==> src/rtl/sync_gen_pkg.sv <==
// ----------------------------------------------------------------------------
// sync_pkg
// Shared types and helpers for the multi-channel sync-pulse generator.
//   state_t        : controller state (IDLE / RUN)
//   BURST_CONT     : burst_len encoding for "run until aborted"
//   PHASE_VEC_MAX  : widest packed phase vector phase_field() accepts
//   phase_field()  : extracts channel ch's phase field from the packed vector
// ----------------------------------------------------------------------------
package sync_pkg;

   typedef enum logic [0:0] {
      IDLE = 1'b0,
      RUN  = 1'b1
   } state_t;

   localparam int unsigned BURST_CONT    = 32'd0;
   localparam int unsigned PHASE_VEC_MAX = 32'd1024;

   // Channel ch occupies bits [ch*w +: w]; the result is zero-extended to 32 bits.
   function automatic logic [31:0] phase_field(input logic [PHASE_VEC_MAX-1:0] vec,
                                               input int unsigned           ch,
                                               input int unsigned           w);
      logic [PHASE_VEC_MAX-1:0] shifted;
      logic [31:0]              mask;
      shifted = vec >> (ch * w);
      if (w >= 32'd32) begin
         mask = 32'hFFFF_FFFF;
      end else begin
         mask = (32'd1 << w) - 32'd1;
      end
      return shifted[31:0] & mask;
   endfunction

endpackage

==> src/rtl/sync_gen_if.sv <==
// ----------------------------------------------------------------------------
// sync_gen_if
// Control/status bundle between a controller and sync_gen.
//   en, start               : global enable and launch request
//   period, pulse_w         : period-1 and pulse length (CNT_W each)
//   phase                   : NCH packed per-channel offsets
//   burst_len               : periods per burst, 0 = continuous
//   busy, done, tick, out   : status strobes and per-channel sync pulses
// master = controller side, slave = generator side.
// ----------------------------------------------------------------------------
interface sync_gen_if #(
   parameter int CNT_W   = 8,
   parameter int NCH     = 4,
   parameter int BURST_W = 8
);

   logic                   en;
   logic                   start;
   logic [CNT_W-1:0]       period;
   logic [CNT_W-1:0]       pulse_w;
   logic [NCH*CNT_W-1:0]   phase;
   logic [BURST_W-1:0]     burst_len;
   logic                   busy;
   logic                   done;
   logic                   tick;
   logic [NCH-1:0]         out;

   modport master (
      output en, start, period, pulse_w, phase, burst_len,
      input  busy, done, tick, out
   );

   modport slave (
      input  en, start, period, pulse_w, phase, burst_len,
      output busy, done, tick, out
   );

endinterface

==> src/rtl/sync_gen_chan.sv <==
// ----------------------------------------------------------------------------
// sync_chan
// One output channel: trigger compare, width counter and registered pulse.
//   clk, rst   : clock, asynchronous active-low reset
//   run        : generator is in RUN (triggers allowed)
//   clear      : run is ending this edge; drop counter and pulse
//   cnt        : current position within the period
//   phase      : this channel's offset within the period
//   pulse_w    : pulse length in cycles
//   out        : registered sync pulse, high while the width counter is nonzero
// ----------------------------------------------------------------------------
module sync_chan
   import sync_pkg::*;
#(
   parameter int CNT_W = 8
) (
   input  logic             clk,
   input  logic             rst,
   input  logic             run,
   input  logic             clear,
   input  logic [CNT_W-1:0] cnt,
   input  logic [CNT_W-1:0] phase,
   input  logic [CNT_W-1:0] pulse_w,
   output logic             out
);

   logic [CNT_W-1:0] wcnt_r;
   logic [CNT_W-1:0] wcnt_nxt_s;
   logic             trig_s;
   logic             out_r;

   // Width counter next value: clear beats a re-trigger, re-trigger reloads (never accumulates).
   always_comb begin
      trig_s     = run && (cnt == phase);
      wcnt_nxt_s = wcnt_r;
      if (clear) begin
         wcnt_nxt_s = CNT_W'(0);
      end else if (trig_s) begin
         wcnt_nxt_s = pulse_w;
      end else if (wcnt_r != CNT_W'(0)) begin
         wcnt_nxt_s = wcnt_r - CNT_W'(1);
      end else begin
         wcnt_nxt_s = wcnt_r;
      end
   end

   // Counter and pulse registers; out follows the new counter so it tracks "counter nonzero".
   always_ff @(posedge clk or negedge rst) begin
      if (!rst) begin
         wcnt_r <= CNT_W'(0);
         out_r  <= 1'b0;
      end else begin
         wcnt_r <= wcnt_nxt_s;
         out_r  <= (wcnt_nxt_s != CNT_W'(0));
      end
   end

   assign out = out_r;

endmodule

==> src/rtl/sync_gen.sv <==
// ----------------------------------------------------------------------------
// sync_gen
// Multi-channel sync-pulse generator with programmable period, per-channel
// phase, shared pulse width and optional fixed-length burst.
//   clk  : system clock, rising edge
//   rst  : asynchronous active-low reset
//   bus  : sync_gen_if.slave -- config/handshake inputs, busy/done/tick/out
// Configuration is captured only on the launching edge, so a controller may
// change the inputs freely while a run is in progress.
// ----------------------------------------------------------------------------
module sync_gen
   import sync_pkg::*;
#(
   parameter int CNT_W   = 8,
   parameter int NCH     = 4,
   parameter int BURST_W = 8
) (
   input  logic      clk,
   input  logic      rst,
   sync_gen_if.slave bus
);

   state_t               state_r;
   state_t               state_nxt_s;
   logic [CNT_W-1:0]     cnt_r;
   logic [CNT_W-1:0]     cnt_nxt_s;
   logic [BURST_W-1:0]   pcnt_r;
   logic [BURST_W-1:0]   pcnt_nxt_s;
   logic                 tick_r;
   logic                 tick_nxt_s;
   logic                 done_r;
   logic                 done_nxt_s;
   logic                 busy_r;

   logic [CNT_W-1:0]     period_q_r;
   logic [CNT_W-1:0]     pulse_w_q_r;
   logic [NCH*CNT_W-1:0] phase_q_r;
   logic [BURST_W-1:0]   burst_len_q_r;

   logic                 load_s;
   logic                 clear_s;
   logic                 run_s;
   logic                 wrap_s;
   logic                 abort_s;
   logic                 last_s;
   logic [NCH-1:0]       out_s;

   // Run-condition decode shared by the FSM and the channels.
   always_comb begin
      run_s   = (state_r == RUN);
      wrap_s  = run_s && (cnt_r == period_q_r);
      abort_s = run_s && !bus.en;
      if (burst_len_q_r != BURST_W'(BURST_CONT)) begin
         // pcnt_r counts completed periods, so the final period is burst_len_q-1.
         last_s = wrap_s && (pcnt_r == (burst_len_q_r - BURST_W'(1)));
      end else begin
         last_s = 1'b0;
      end
   end

   // FSM next state, position counter, period counter and strobe decode.
   always_comb begin
      state_nxt_s = state_r;
      cnt_nxt_s   = cnt_r;
      pcnt_nxt_s  = pcnt_r;
      tick_nxt_s  = 1'b0;
      done_nxt_s  = 1'b0;
      load_s      = 1'b0;
      clear_s     = 1'b0;
      case (state_r)
         IDLE: begin
            cnt_nxt_s  = CNT_W'(0);
            pcnt_nxt_s = BURST_W'(0);
            if (bus.start && bus.en) begin
               state_nxt_s = RUN;
               load_s      = 1'b1;
            end else begin
               state_nxt_s = IDLE;
            end
         end
         RUN: begin
            if (abort_s) begin
               // Abort wins over a coincident completion: no done, no tick.
               state_nxt_s = IDLE;
               cnt_nxt_s   = CNT_W'(0);
               pcnt_nxt_s  = BURST_W'(0);
               clear_s     = 1'b1;
            end else if (last_s) begin
               state_nxt_s = IDLE;
               cnt_nxt_s   = CNT_W'(0);
               pcnt_nxt_s  = BURST_W'(0);
               clear_s     = 1'b1;
               tick_nxt_s  = 1'b1;
               done_nxt_s  = 1'b1;
            end else if (wrap_s) begin
               cnt_nxt_s  = CNT_W'(0);
               tick_nxt_s = 1'b1;
               if (burst_len_q_r != BURST_W'(BURST_CONT)) begin
                  pcnt_nxt_s = pcnt_r + BURST_W'(1);
               end else begin
                  pcnt_nxt_s = pcnt_r;
               end
            end else begin
               cnt_nxt_s = cnt_r + CNT_W'(1);
            end
         end
         default: begin
            state_nxt_s = IDLE;
            cnt_nxt_s   = CNT_W'(0);
            pcnt_nxt_s  = BURST_W'(0);
            clear_s     = 1'b1;
         end
      endcase
   end

   // Controller state, counters and status strobes.
   always_ff @(posedge clk or negedge rst) begin
      if (!rst) begin
         state_r <= IDLE;
         cnt_r   <= CNT_W'(0);
         pcnt_r  <= BURST_W'(0);
         tick_r  <= 1'b0;
         done_r  <= 1'b0;
         busy_r  <= 1'b0;
      end else begin
         state_r <= state_nxt_s;
         cnt_r   <= cnt_nxt_s;
         pcnt_r  <= pcnt_nxt_s;
         tick_r  <= tick_nxt_s;
         done_r  <= done_nxt_s;
         busy_r  <= (state_nxt_s == RUN);
      end
   end

   // Configuration snapshot taken only on the launching edge.
   always_ff @(posedge clk or negedge rst) begin
      if (!rst) begin
         period_q_r    <= CNT_W'(0);
         pulse_w_q_r   <= CNT_W'(0);
         phase_q_r     <= (NCH*CNT_W)'(0);
         burst_len_q_r <= BURST_W'(0);
      end else if (load_s) begin
         period_q_r    <= bus.period;
         pulse_w_q_r   <= bus.pulse_w;
         phase_q_r     <= bus.phase;
         burst_len_q_r <= bus.burst_len;
      end else begin
         period_q_r    <= period_q_r;
         pulse_w_q_r   <= pulse_w_q_r;
         phase_q_r     <= phase_q_r;
         burst_len_q_r <= burst_len_q_r;
      end
   end

   for (genvar i = 0; i < NCH; i++) begin : g_chan
      logic [CNT_W-1:0] phase_i_s;

      assign phase_i_s = CNT_W'(phase_field(PHASE_VEC_MAX'(phase_q_r), i, CNT_W));

      sync_chan #(
         .CNT_W (CNT_W)
      ) u_chan (
         .clk     (clk),
         .rst     (rst),
         .run     (run_s),
         .clear   (clear_s),
         .cnt     (cnt_r),
         .phase   (phase_i_s),
         .pulse_w (pulse_w_q_r),
         .out     (out_s[i])
      );
   end

   assign bus.busy = busy_r;
   assign bus.done = done_r;
   assign bus.tick = tick_r;
   assign bus.out  = out_s;

endmodule

==> src/flat_wrapper.sv <==
// flat-port wrapper written by rule: the top's interface ports become plain ports
module sync_gen_flat import sync_pkg::*;
#(
   parameter int CNT_W   = 8,
   parameter int NCH     = 4,
   parameter int BURST_W = 8
)
  (clk, rst, bus_en, bus_start, bus_period, bus_pulse_w, bus_phase, bus_burst_len, bus_busy, bus_done, bus_tick, bus_out);
  sync_gen_if #(.CNT_W(CNT_W), .NCH(NCH), .BURST_W(BURST_W)) bus_i ();
  input  logic clk;
  input  logic rst;
  input wire logic [$bits(bus_i.en)-1:0] bus_en;
  input wire logic [$bits(bus_i.start)-1:0] bus_start;
  input wire logic [$bits(bus_i.period)-1:0] bus_period;
  input wire logic [$bits(bus_i.pulse_w)-1:0] bus_pulse_w;
  input wire logic [$bits(bus_i.phase)-1:0] bus_phase;
  input wire logic [$bits(bus_i.burst_len)-1:0] bus_burst_len;
  output wire logic [$bits(bus_i.busy)-1:0] bus_busy;
  output wire logic [$bits(bus_i.done)-1:0] bus_done;
  output wire logic [$bits(bus_i.tick)-1:0] bus_tick;
  output wire logic [$bits(bus_i.out)-1:0] bus_out;
  assign bus_i.en = bus_en;
  assign bus_i.start = bus_start;
  assign bus_i.period = bus_period;
  assign bus_i.pulse_w = bus_pulse_w;
  assign bus_i.phase = bus_phase;
  assign bus_i.burst_len = bus_burst_len;
  assign bus_busy = bus_i.busy;
  assign bus_done = bus_i.done;
  assign bus_tick = bus_i.tick;
  assign bus_out = bus_i.out;
  sync_gen #(.CNT_W(CNT_W), .NCH(NCH), .BURST_W(BURST_W)) u_core (.clk(clk), .rst(rst), .bus(bus_i));
endmodule
==> config.mk <==
export PLATFORM = sky130hd
export DESIGN_NAME = sync_gen_flat
export DESIGN_NICKNAME = d
export VERILOG_FILES = /design/src/rtl/sync_gen_pkg.sv /design/src/rtl/sync_gen_if.sv /design/src/rtl/sync_gen_chan.sv /design/src/rtl/sync_gen.sv /design/src/flat_wrapper.sv
export SDC_FILE = /design/constraint.sdc
export NUM_CORES = 1
export LEC_CHECK = 0
export ABC_AREA = 1
export CORE_MARGIN = 4
export CORE_UTILIZATION = 42
export CTS_CLUSTER_SIZE = 10
export DETAILED_ROUTE_END_ITERATION = 8
export DONT_BUFFER_PORTS = 1
export PLACE_DENSITY = 0.67
export SKIP_LAST_GASP = 1
export SLEW_MARGIN = 20
export SYNTH_ARGS = -nofsm -noshare
export SYNTH_HDL_FRONTEND = slang
export SYNTH_SLANG_ARGS = --single-unit
==> constraint.sdc <==
create_clock -name clk -period 1.8 [get_ports clk]
set_input_delay 0.36 -clock clk [delete_from_list [all_inputs] [get_ports clk]]
set_output_delay 0.36 -clock clk [all_outputs]
set_load 0.01 [all_outputs]
=== Yosys cells after proc, flatten, opt, wreduce, memory -nomap -nowiden ===
Cells that the tools add are included.

* Flip-flop bits (word level): 111
* Bits of input ports: 60
* Output and inout bits: 7
* Word-level logic and storage cells: 88

* Add/sub/neg operators: 7
* Equal/unequal tests: 8
* Mux-type cells: 36
* Bitwise operators: 1
* Reduce and logical (&&, ||, !) cells: 19

{| class="wikitable"
|+ Operators by type and width
! cell !! count
|-
| $mux W8 || 19
|-
| $reduce_bool A8 Y1 || 9
|-
| $eq A8 B8 Y1 || 6
|-
| $sub A8 B1 Y8 const B || 5
|-
| $pmux W8 S2 || 2
|-
| $add A8 B1 Y8 const B || 2
|-
| $mux W1 || 14
|-
| $logic_and A1 B1 Y1 || 8
|-
| $ne A4 B4 Y1 const B || 2
|-
| $pmux W1 S2 || 1
|-
| $reduce_and A2 Y1 || 1
|-
| $logic_not A1 Y1 || 1
|-
| $not A1 Y1 || 1
|}

=== Logic depth before layout (Yosys ltp) ===
* Depth in word-level cells: 9
* Gate-level depth with buffers: 15
* Mapped depth without buffers: 14

=== By module ===
From an unflattened synthesis, not the netlist that was laid out.

* Cell total of the unflattened synthesis: 904
* Area, all modules: 6966.7 um^2

{| class="wikitable"
|+ By module, submodules not included
! module !! instances !! cells an instance !! area each (um^2) !! seq. area each (um^2)
|-
| sync_gen || 1 || 319 || 3468.3 || 1876.8
|-
| sync_chan (u_core.g_chan[1].u_chan ...) || 3 || 146 || 872.1 || 225.2
|-
| sync_chan (u_core.g_chan[0].u_chan) || 1 || 147 || 882.1 || 225.2
|}

=== Worst setup path before layout ===
No wires, ideal clock.

* Path kind: register -> register
* Start point: register u_core.burst_len_q_r[0]
* End point: register u_core.g_chan[0].u_chan.out_r
* Data arrival time: 1.767 ns
* Data required time: 1.681 ns
* Setup slack: -0.086 ns
* Stages on the path, launching flop included: 13
* Buffers on the path: 1
* Period minus slack after synthesis: 1.886 ns
* Cell sequence: dfrtp_1 -> inv_2 -> ha_1 -> xnor2_1 -> nor2_1 -> nand2_1 -> nor2_1 -> nand4_4 -> buf_6 -> nand3_1 -> nand2_1 -> nor2_1 -> nand2_1

* Longest elaborated chain between the ends: 9
* Elaborated cells between the ends (all ways): 10
* Classes of those cells: add/sub (1); eq/ne (1); mux (5); reduce/logical (3)

{| class="wikitable"
|+ RTL lines
! item !! line !! text
|-
| start, declared || sync_gen.sv:38 || <nowiki>logic [BURST_W-1:0] burst_len_q_r;</nowiki>
|-
| start signal, assigned || sync_gen.sv:146 || <nowiki>burst_len_q_r <= bus.burst_len;</nowiki>
|-
| start signal, assigned || sync_gen.sv:151 || <nowiki>burst_len_q_r <= burst_len_q_r;</nowiki>
|-
| $sub A8 B1 Y8 || sync_gen.sv:55 || <nowiki>last_s = wrap_s && (pcnt_r == (burst_len_q_r - BURST_W'(1)));</nowiki>
|-
| $eq A8 B8 Y1 || sync_gen.sv:55 ||
|-
| $logic_and A1 B1 Y1 || sync_gen.sv:55 ||
|-
| $mux W1 (*) || sync_gen.sv:53 || <nowiki>if (burst_len_q_r != BURST_W'(BURST_CONT)) begin</nowiki>
|-
| $mux W1 (*) || sync_gen.sv:88 || <nowiki>end else if (last_s) begin</nowiki>
|-
| $mux W1 (*) || sync_gen.sv:82 || <nowiki>if (abort_s) begin</nowiki>
|-
| $mux W1 (*) || sync_gen.sv:70 || <nowiki>case (state_r)</nowiki>
|-
| $mux W8 (*) || sync_gen_chan.sv:36 || <nowiki>if (clear) begin</nowiki>
|-
| $reduce_bool A8 Y1 (*) || sync_gen_chan.sv:54 || <nowiki>out_r <= (wcnt_nxt_s != CNT_W'(0));</nowiki>
|-
| end signal, assigned || sync_gen_chan.sv:54 ||
|-
| end, declared || sync_gen_chan.sv:30 || <nowiki>logic out_r;</nowiki>
|}

Every way passes the cells marked *; elsewhere a longest branch is shown, timed or not.
A chain may end at the register's enable or synchronous reset.

=== Worst setup path in the final report ===
* Start point: register u_core.burst_len_q_r[0]
* End point: register u_core.g_chan[3].u_chan.out_r

* Longest elaborated chain between the ends: 9
* Elaborated cells between the ends (all ways): 10
* Classes of those cells: add/sub (1); eq/ne (1); mux (5); reduce/logical (3)

{| class="wikitable"
|+ RTL lines
! item !! line
|-
| $sub A8 B1 Y8 || sync_gen.sv:55
|-
| $eq A8 B8 Y1 || sync_gen.sv:55
|-
| $logic_and A1 B1 Y1 || sync_gen.sv:55
|-
| $mux W1 (*) || sync_gen.sv:53
|-
| $mux W1 (*) || sync_gen.sv:88
|-
| $mux W1 (*) || sync_gen.sv:82
|-
| $mux W1 (*) || sync_gen.sv:70
|-
| $mux W8 (*) || sync_gen_chan.sv:36
|-
| $reduce_bool A8 Y1 (*) || sync_gen_chan.sv:54
|-
| end signal, assigned || sync_gen_chan.sv:54
|-
| end, declared || sync_gen_chan.sv:30
|}

Marked as above.

==> run_results.csv <==
group,metric,value,unit
critical_path,endpoint,"u_core.g_chan[3].u_chan.out$_DFF_PN0_",
critical_path,path_delay_family,"simple AND/OR/NAND/NOR gates",
sta,fin_crit,2.00,ns
grt,grt_overflow_total,0,
die,start_util,43.5,%
die,core_area,15400,µm²
yosys,syn_area,6680,µm²
die,num_io_pins,67,
yosys,synth_cells,921,
grt,grt_antenna_before_repair,1,
clocking,htreeDepth,3,
clocking,clk_latency,0.36,ns
detailed_routing,first_pass_iters,7,
clocking,cts_buffer_depth,2,
grt,met1_usage,23.9,%
placement,dp.cells,1184,
placement,hpwl,12.0,mm
placement,gp_congestion,0.864,
critical_path,critPathBufInv,2,
grt,grt_pass1_wl,26.5,mm
detailed_routing,route.vias.total,5857,
clocking,clock_sinks,111,
sta,max-slew-margin-rel,57.6,%
critical_path,worst_r2r_endpoint,"u_core.g_chan[3].u_chan.out$_DFF_PN0_",
grt,grt.busiest_layer,"met2",
finish,nets,1064,
placement,portBuffers,0,
sta,worstMarginPinSlew,0.636,ns
critical_path,max_stage_delay,0.39,ns
critical_path,critPathLaunchType,"flip-flop",
flow_run,max_cap_viol_count,0,
critical_path,cp_common_cell,"nand2_1",
power,vdd_ir_drop_max,0.572,mV
grt,grt_max_degree,112,
power,p_leak,4.27,nW
yosys,ys_ff_latch,111,
sta,worst_slack,-0.199,ns
finish,instances_no_fill,1209,
clocking,tritoncts,"built",
grt,grt_usage,18.3,%
finish,syn2layout_area_growth,19.9,%
sta,rsz0062_at_grt,"yes",
yosys,synth_nets,993,
critical_path,r2r_setup_slack,-0.20,ns
grt,met3_usage,3.26,%
clocking,cts_buffers,9,
critical_path,required,2.04,ns
clocking,cts_root_buf,"clkbuf_16",
sta,final.period_utilization,111,%
critical_path,timing.critical_path.fanout_max,16,
outcome,failed_checks,"negative hold slack, negative setup slack",
die,fp.dieH,134,µm
critical_path,worstReg2RegStart,"u_core.burst_len_q_r[0]$_DFFE_PN0P_",
yosys,synth_warnings,0,
finish,final_util,52.1,%
sta,hold_violations,111,
finish,drive_gt1_share,18.9,%
yosys,synth.distinct_cells,33,
detailed_routing,drt-initial-drc-count,356,
sta,whs,-0.313,ns
die,num_rows,45,
yosys,synth_top_cell_area_share,41.6,%
placement,pre_cts_ws,-0.134,ns
critical_path,critPathKind,"flip-flop to flip-flop",
critical_path,crit_start,"u_core.burst_len_q_r[0]$_DFFE_PN0P_",
critical_path,cp_slowest_cell,"dfrtp_1",
clocking,clkTransAtPathRegs,0.08,ns
sta,setup_violations,44,
detailed_routing,via_per_inst,4.84,
detailed_routing,ant_nets,0,
detailed_routing,routedWlPerCell,13.6,µm
min_path,hold_path_class,"primary input to async pin",
finish,final_area,8010,µm²
finish,fillers,1456,
yosys,seq_area_frac_synth,41.6,%
yosys,synth_area_leaders,"dfrtp_1 42%, nand2_1 13%, nand3_1 7.3%, inv_1 7.2%, nor2_1 6.7%",
die,die_width,134,µm
critical_path,end_kind,"flip-flop",
detailed_routing,postRouteWirelength,16.5,mm
die,dieArea,18000,µm²
critical_path,crit_chain,"inv_2 -> ha_4 -> xnor2_2 -> nor2_2 -> nand2_2 -> nor2_4 -> nand4_4 -> clkbuf_16 -> nand3b_1 -> nand2_1 -> nor2_1 -> nand2_1",
yosys,postSynthAreaPerCell,7.25,µm²
critical_path,r2r_cells,12,
critical_path,cp.arrival,2.24,ns
outcome,status,"finished, violations left",
placement,dpl_cell_area,7450,µm²
power,p_per_area,1290,nW/µm²
sta,fmax,500,MHz
grt,met2_usage,31.0,%
detailed_routing,drc,0,
sta,drv_slew,0,
critical_path,crit_cells,12,
yosys,synth_top_area_cell,"dfrtp_1",
sta,finalClockSkew,0.0130,ns
grt,grt_pass1_vias,5576,
## cells in the mapped netlist
| master | instances |
|---|---|
| nand2_1 | 233 |
| inv_1 | 128 |
| nor2_1 | 120 |
| dfrtp_1 | 111 |
| nand3_1 | 98 |
| a21oi_1 | 49 |
| xor2_1 | 26 |
| mux2_2 | 15 |
| o21ai_0 | 14 |
| inv_2 | 13 |
| nand3b_1 | 13 |
| ha_1 | 12 |
| xnor2_1 | 12 |
| clkbuf_1 | 10 |
| nand4_1 | 8 |
| buf_4 | 7 |
| nor3_1 | 6 |
| and2_1 | 5 |
| nand2_2 | 5 |
| buf_1 | 4 |
| buf_2 | 4 |
| clkinv_1 | 4 |
| nand3_2 | 4 |
| nor2_2 | 4 |
| o21ai_1 | 4 |
| buf_6 | 3 |
| nor2_4 | 3 |
| a21oi_2 | 1 |
| nand4_4 | 1 |
| nor3b_1 | 1 |
| o21bai_1 | 1 |
| or2_1 | 1 |
| or2_2 | 1 |
## flip-flops by register name, summed over array words and instances (netlist names), 4 cells and up
register / count
u_core.period_q_r: 8
u_core.pcnt_r: 8
u_core.pulse_w_q_r: 8
u_core.g_chan.u_chan.wcnt_r: 32
u_core.g_chan.u_chan.out: 4
u_core.burst_len_q_r: 8
u_core.cnt_r: 8
u_core.phase_q_r: 32
## final cells by class
cell class                 count  area [µm²]  share of cell area [%]
multi-input combinational    637        3370                    42.0
inverter                     145         549                    6.86
tap                          211         264                    3.29
sequential                   111        2790                    34.8
timing repair buffer          88         764                    9.54
clock buffer                  10         229                    2.86
clock inverter                 6        51.3                   0.640
antenna                        1        2.50                  0.0312
## worst min-delay path by stage
stage | startpoint | end | cells past startpoint
floorplan | rst | u_core.burst_len_q_r[0]$_DFFE_PN0P_ | 0
global placement | rst | u_core.burst_len_q_r[2]$_DFFE_PN0P_ | 0
detailed placement | rst | u_core.burst_len_q_r[2]$_DFFE_PN0P_ | 0
CTS | rst | u_core.burst_len_q_r[2]$_DFFE_PN0P_ | 0
global route | rst | u_core.burst_len_q_r[2]$_DFFE_PN0P_ | 0
finish | rst | u_core.burst_len_q_r[2]$_DFFE_PN0P_ | 0
## layout by cell type, fill, tap and decap left out, types with 8 or more instances in the layout
master,Yosys,final
nand2_1,233,227
inv_1,128,125
nor2_1,120,109
dfrtp_1,111,105
nand3_1,98,93
buf_4,7,77
a21oi_1,49,49
xor2_1,26,26
mux2_2,15,15
inv_2,13,14
o21ai_0,14,13
nand3b_1,13,13
clkbuf_16,0,11
nor2_2,4,10
ha_1,12,10
nand2_2,5,9
xnor2_1,12,9
nor2_4,3,8
nand4_1,8,8
## worst register-to-register path, stage by stage (launching register included)
cell and delay [ns]:
dfrtp_1 0.39, inv_2 0.10, ha_4 0.21, xnor2_2 0.13, nor2_2 0.14, nand2_2 0.08, nor2_4 0.10, nand4_4 0.16
clkbuf_16 0.23, nand3b_1 0.10, nand2_1 0.07, nor2_1 0.09, nand2_1 0.05
## per-stage QoR
stage	hold slack [ns]	total power [mW]	TNS (ns)
6_report	-0.313	10.3	-3.30
2_1_floorplan	0.0644	6.72	0
3_3_place_gp	0.0677	8.09	-1.09
4_1_cts	-0.323	10.1	-2.14
3_5_place_dp	0.0676	8.16	-1.67
5_1_grt	-0.330	11.2	-8.99
## kinds of logic (layout without fill, tap and decap cells)
logic type               count (synthesis)  count (layout)  share of synthesized area, %
buffers and inverters                  173             249                          10.5
AO/OA/AOI/OAI                           69              69                          5.26
XOR/XNOR                                38              38                          4.98
AND/OR/NAND/NOR                        503             503                          32.9
flip-flops                             111             111                          41.6
other                                    0               1                             0
adder cells (fa/ha/maj)                 12              12                          2.25
multiplexers                            15              15                          2.53
## what timing repair did
item,in CTS,in global routing
cloned,0,2
endpoints found under the setup margin,35,47
buffers inserted,0,6
pin swaps,0,14
hold endpoints to repair,111,111
gates resized for setup,5,48
## power by group
group,internal [mW],total (mW),leakage [nW],switching (mW)
sequential,3.12,3.62,1.31,0.498
combinational,2.23,4.74,2.81,2.51
clock,0.967,1.94,0.140,0.978
total,6.32,10.3,4.27,3.98
## layer usage
layer  vias up  wire (µm)
li1       3003          -
met1      2696       7520
met2       135       7970
met3        23        653
met4         0        318
met5         -          0
(Power assumes the default switching activity.)
